## config.mk

```make
export PLATFORM = sky130hd
export DESIGN_NAME = mmio_router
export DESIGN_NICKNAME = d
export VERILOG_FILES = /design/src/rtl/mmio_router.sv
export SDC_FILE = /design/constraint.sdc
export NUM_CORES = 1
export LEC_CHECK = 0
export ABC_AREA = 1
export CAP_MARGIN = 40
export CORE_AREA = 2 2 239 241
export CTS_CLUSTER_SIZE = 16
export DETAILED_ROUTE_END_ITERATION = 8
export DIE_AREA = 0 0 241 243
export PLACE_DENSITY = 0.58
export SYNTH_ARGS = -nofsm -noshare
export SYNTH_HDL_FRONTEND = slang
export SYNTH_SLANG_ARGS = --single-unit
export TNS_END_PERCENT = 20
```

## constraint.sdc

```tcl
create_clock -name clk -period 1.65 [get_ports clk]
set_input_delay 0.165 -clock clk [delete_from_list [all_inputs] [get_ports clk]]
set_output_delay 0.165 -clock clk [all_outputs]
set_load 0.05 [all_outputs]
```

## src/rtl/mmio_router.sv

```systemverilog
// mmio_router: routes one outstanding LSU request to either the D-cache or the uncached arbiter port,
// decided by NUM_WIN MMIO address windows. Define ysyx22040228_MMIO_TIMEOUT_EN to abort hung MMIO accesses.
module mmio_router #(
  parameter int                      NUM_WIN     = 2,
  parameter logic [NUM_WIN*64-1:0]   WIN_BASE    = {64'ha0000048, 64'ha00003f8},
  parameter logic [NUM_WIN*64-1:0]   WIN_LIMIT   = {64'ha000004f, 64'ha00003ff},
  parameter int                      TIMEOUT_CYC = 1023
) (
  input  logic               clk,
  input  logic               rst,
  input  logic [63:0]        core_addr,
  input  logic [63:0]        core_data,
  input  logic [7:0]         core_mask,
  input  logic               core_we,
  input  logic               core_re,
  input  logic               fence_in,
  output logic [63:0]        in_core_data,
  output logic               in_core_finish,
  output logic               core_err,
  output logic [NUM_WIN-1:0] mmio_sign,
  output logic [63:0]        arb_addr,
  output logic [63:0]        arb_data,
  output logic [7:0]         arb_mask,
  output logic               arb_we,
  output logic               arb_re,
  input  logic [63:0]        in_arb_data,
  input  logic               in_arb_finish,
  output logic [63:0]        dcache_addr,
  output logic [63:0]        dcache_data,
  output logic [7:0]         dcache_mask,
  output logic               dcache_we,
  output logic               dcache_re,
  output logic               dcache_fence,
  input  logic [63:0]        in_dcache_data,
  input  logic               in_dcache_finish
);

  // Handshake: the core holds we/re (acts as valid) until in_core_finish; a downstream port
  // holds its request fields stable until it returns a one-cycle finish (acts as ready+response).
  typedef enum logic [1:0] {IDLE, MMIO, CACHE, RESP} state_t;

  state_t              state;
  state_t              state_nxt;

  logic [63:0]         addr_q;
  logic [63:0]         data_q;
  logic [63:0]         rdata_q;
  logic [7:0]          mask_q;
  logic                we_q;
  logic                re_q;
  logic                err_q;
  logic [NUM_WIN-1:0]  hit_q;
  logic                fence_pend;

  logic [NUM_WIN-1:0]  hit;
  logic [63:0]         masked_data;
  logic                req;
  logic                fence_now;
  logic                accept;
  logic                expire;

  // Walk from the top index down so the lowest overlapping window is the last writer.
  always_comb begin
    hit = '0;
    for (int i = NUM_WIN - 1; i >= 0; i--) begin
      if ((core_addr >= WIN_BASE[64*i +: 64]) && (core_addr <= WIN_LIMIT[64*i +: 64])) begin
        hit    = '0;
        hit[i] = 1'b1;
      end
    end
  end

  always_comb begin
    masked_data = '0;
    for (int k = 0; k < 8; k++) begin
      masked_data[8*k +: 8] = core_mask[k] ? core_data[8*k +: 8] : 8'h00;
    end
  end

  assign req       = core_we | core_re;
  assign fence_now = fence_in | fence_pend;
  assign accept    = (state == IDLE) && req && !fence_now;

`ifdef ysyx22040228_MMIO_TIMEOUT_EN
  logic [15:0] tmo_cnt;
  logic [16:0] tmo_next;

  assign tmo_next = {1'b0, tmo_cnt} + 17'd1;
  assign expire   = (state == MMIO) && !in_arb_finish && (tmo_next >= 17'(TIMEOUT_CYC));

  always_ff @(posedge clk) begin
    if (!rst) begin
      tmo_cnt <= '0;
    end else if (accept) begin
      tmo_cnt <= '0;
    end else if (state == MMIO) begin
      tmo_cnt <= tmo_next[15:0];
    end
  end
`else
  logic [31:0] unused_tmo;

  assign unused_tmo = 32'(TIMEOUT_CYC);
  assign expire     = 1'b0;
`endif

  always_comb begin
    state_nxt = state;
    case (state)
      IDLE:    if (accept) state_nxt = (|hit) ? MMIO : CACHE;
      MMIO:    if (in_arb_finish || expire) state_nxt = RESP;
      CACHE:   if (in_dcache_finish) state_nxt = RESP;
      RESP:    state_nxt = IDLE;
      default: state_nxt = IDLE;
    endcase
  end

  always_ff @(posedge clk) begin
    if (!rst) begin
      state      <= IDLE;
      addr_q     <= '0;
      data_q     <= '0;
      rdata_q    <= '0;
      mask_q     <= '0;
      we_q       <= 1'b0;
      re_q       <= 1'b0;
      err_q      <= 1'b0;
      hit_q      <= '0;
      fence_pend <= 1'b0;
    end else begin
      state <= state_nxt;
      if (accept) begin
        addr_q <= core_addr;
        mask_q <= core_mask;
        we_q   <= core_we;
        re_q   <= core_re & ~core_we;
        hit_q  <= hit;
        data_q <= (|hit) ? masked_data : core_data;
        err_q  <= 1'b0;
      end
      if (state == MMIO) begin
        if (in_arb_finish) begin
          rdata_q <= in_arb_data;
          err_q   <= 1'b0;
        end else if (expire) begin
          rdata_q <= '0;
          err_q   <= 1'b1;
        end
      end
      if ((state == CACHE) && in_dcache_finish) begin
        rdata_q <= in_dcache_data;
      end
      // Any fence seen in IDLE is issued that cycle; otherwise it waits for IDLE.
      if (state == IDLE) begin
        fence_pend <= 1'b0;
      end else if (fence_in) begin
        fence_pend <= 1'b1;
      end
    end
  end

  always_comb begin
    arb_addr     = '0;
    arb_data     = '0;
    arb_mask     = '0;
    arb_we       = 1'b0;
    arb_re       = 1'b0;
    dcache_addr  = '0;
    dcache_data  = '0;
    dcache_mask  = '0;
    dcache_we    = 1'b0;
    dcache_re    = 1'b0;
    dcache_fence = (state == IDLE) && fence_now;
    if (state == MMIO) begin
      arb_addr = addr_q;
      arb_data = data_q;
      arb_mask = mask_q;
      arb_we   = we_q;
      arb_re   = re_q;
    end
    if (state == CACHE) begin
      dcache_addr = addr_q;
      dcache_data = data_q;
      dcache_mask = mask_q;
      dcache_we   = we_q;
      dcache_re   = re_q;
    end
  end

  assign in_core_finish = (state == RESP);
  assign in_core_data   = (state == RESP) ? rdata_q : 64'd0;
  assign core_err       = (state == RESP) && err_q;
  assign mmio_sign      = ((state == MMIO) || (state == RESP)) ? hit_q : '0;

endmodule
```

==> metrics.txt <==
Initial Util=19.25%; Die Span Y=243 um; Crit path top cell by count=buf_12; global-route wire length before repair=82520 um; Final period util=125.8%; Clock Skew=0.01328 ns; Total GRT Usage=18.26%; synthesized instance count=1802; Worst-path clk slew=0.06 ns; Critical Path Start Type=flip-flop; RSZ-0062 raised after global routing=yes; biggest cell delay along the critical path=0.36 ns; Cell variety after synth=22; Post-synth EDFFs=0; Synthesized Nets=2077; initial antenna violation count=8; FP Rows=87; R2R Path Start=state[1]; H-tree depth=1; final WL=57310 um; failing checks=setup timing; largest net degree at the start of global routing=74; post-route ant nets=0; via count=13.93k; CP Data Arrival Time=1.91 ns; total CTS buffers=27; yosys warns=0; Post-Synth Adder-Cell Area=0.4646%; Top FF cell, synth=dfxtp_1; setup slack after layout=-0.4261 ns; max_cap viols=0; wire per inst=17.76 um; hold path cells=3; CTS sink count=208; post-synthesis simple-gate area fraction=30.74%; Hold Crit Class=input port to flip-flop; IO buf count=615; crit path max fanout=5; Synth top area share=38.66%; Synth area leaders=dfxtp_1, nand2_1, inv_1; Avg Inst Size Synth=5.978 um2; Max VDD drop=689.5 uV; XOR/XNOR share of the synthesized area=0%; detailed-route DRC error count=0; CP endpoint kind=output pin; largest family of logic cells by synthesized area=simple AND/OR/NAND/NOR gates; final setup vio count=447; Clock Path Buffers=3; CTS tree=built; vias in the first global route=13.78k; dpl hpwl=41490 um; total gr overflow=0; kind of critical path=flip-flop to output pin; Slew @ Worst Pin=0.4262 ns; gp weighted congestion=0.9006; Leak=11.77 nW; fill cell count=5383; Area Growth Syn to Fin=126.5%; outcome=finished, violations left; fin crit period=2.076 ns; Peak Freq=481.7 MHz; reg2reg setup slack=-0.25 ns; area leader, netlist=dfxtp_1; register bit total from synthesis=208; critical-path cell list=buf_6, ha_4, buf_12, buf_12, clkbuf_16, nand2_4, inv_4, buf_12; max-slew violation count=0; WP data required=1.48 ns; Register-to-Register Path Depth=8; r2r endpoint=rdata_q[12]; drt pass-1 iters=5; complex-gate fraction of the synthesized area=13.10%; layout cell share with drive strength beyond 1=33.90%; Slowest cell on crit path=dfxtp_4; total die area=0.05856 mm2; Layout Nets=2724; CTS Root Buffer Type=clkbuf_16; First DRT Iteration DRCs=705; clk_lat worst skew=0.55 ns; ys async rst share=0%; post-synthesis mux area share=0%; worst hold start=in_dcache_data[50]; WHS Endpoint=rdata_q[50]; PwrDens=1098 mW/mm2; post-synthesis sequential area ratio=38.66%; Die W=241 um; final hold viol count=0; total negative slack=-126.13 ns; Via-to-Cell Ratio=4.318; DP Worst Slack=-1.037 ns; core area=0.05595 mm2; Syn Std Cell Area=0.01077 mm2; slew margin rel.=71.58%; I/O pin cnt=616
-- flip-flops by register name (all words and copies together), names as in the netlist --
signal,flops
re_q,1
fence_pend,1
mask_q,8
we_q,1
err_q,1
state,2
rdata_q,64
hit_q,2
data_q,64
addr_q,64
-- through the flow --
| step | hold WS [ns] | cell area (um2) | power [mW] | instances | utilization, % |
|---|---|---|---|---|---|
| after floorplan | 0.2681 | 10950 | 12.15 | 1802 | - |
| after global placement | 0.4379 | 22050 | 17.66 | 3139 | 39.41 |
| after detailed placement | 0.4362 | 22050 | 17.83 | 3139 | 39.41 |
| after CTS | 0.1277 | 23920 | 26.28 | 3213 | 42.75 |
| after global routing | 0.1565 | 24400 | 28.05 | 3226 | 43.60 |
| final | 0.1624 | 24400 | 26.78 | 3226 | 43.60 |
-- layer usage --
| metal | global-route usage [%] | vias up | part of all wire [%] |
|---|---|---|---|
| met1 | 20.75 | 6506 | 39 |
| met4 | 6.245 | 8 | 3.7 |
| met3 | 5.584 | 97 | 8.5 |
| met2 | 32.10 | 596 | 49 |
| li1 | - | 6722 | - |
| met5 | 0 | - | 0.092 |
-- synth_stat cells (2+ instances only) --
cell type    n
nand2_1    636
inv_1      362
dfxtp_1    208
o21ai_0    139
a21oi_1    138
nand3_1    137
clkbuf_1    88
nor2_1      47
buf_2       24
buf_1        4
ha_1         4
nand4_1      3
nor3_1       2
or2_2        2
-- cell families (layout without fill, tap and decap cells) --
logic type	after synthesis	after routing
other	0	4
AOI/OAI and AO/OA	280	280
DFF	208	208
buffers and inverters	480	1144
adders and majority gates	4	4
and+or+nand+nor	830	830
-- cell usage in the layout, fill, tap and decap left out, drive strengths merged, types with 38 or more instances in the layout --
cell type	synthesis	layout
nand3	137	137
clkdlybuf4s50	0	269
nand2	637	637
buf	29	457
inv	363	320
o21ai	139	139
dfxtp	208	208
nor2	47	47
a21oi	138	138
clkbuf	88	38
clkinvlp	0	46
-- worst max-delay path: cells and delay by family (launching register included) --
kind	cells	cell delay, ns
AND/OR/NAND/NOR	1	0.07
flip-flops	1	0.36
buffers and inverters	6	0.75
adder cells (fa/ha/maj)	1	0.18
-- repair_timing --
action | 4_1_cts | 5_1_grt
buffers inserted | 15 | 4
hold buffers | 1 | 0
pin swaps | 16 | 33
endpoints found under the hold margin | 1 | 0
resized for setup | 243 | 130
endpoints found under the setup margin | 483 | 533
gates cloned | 13 | 7
-- where the power goes --
group	total, mW	switching, mW	internal, mW	leakage [nW]
Sequential	7.24	1.05	6.18	1.70
Combinational	13.4	7.37	6.04	9.62
Clock	6.13	2.44	3.69	0.439
Total	26.8	10.9	15.9	11.8
-- worst max path at each step --
stage | depth (start not counted) | endpoint | start | slack (ns)
CTS | 6 | in_core_data[46] | state[1] | -0.46
global route | 8 | dcache_addr[51] | state[1] | -0.48
global placement | 13 | data_q[6] | core_addr[63] | -0.97
floorplan | 5 | core_err | state[0] | -0.18
finish | 8 | dcache_addr[51] | state[1] | -0.43
detailed placement | 13 | data_q[0] | core_addr[62] | -1.04
-- cell type report --
type | count | area, um2 | share of cell area [%]
repair buffers | 735 | 11410 | 46.78
multi-input cells | 1114 | 5390 | 22.09
flip-flops and latches | 208 | 4172 | 17.10
inverters | 363 | 1565 | 6.416
well taps | 756 | 945.9 | 3.877
clock buffers | 31 | 710.7 | 2.913
clock inverters | 15 | 190.2 | 0.7795
diodes | 4 | 10.01 | 0.04103
No activity file was read; power rests on OpenSTA's default activity.
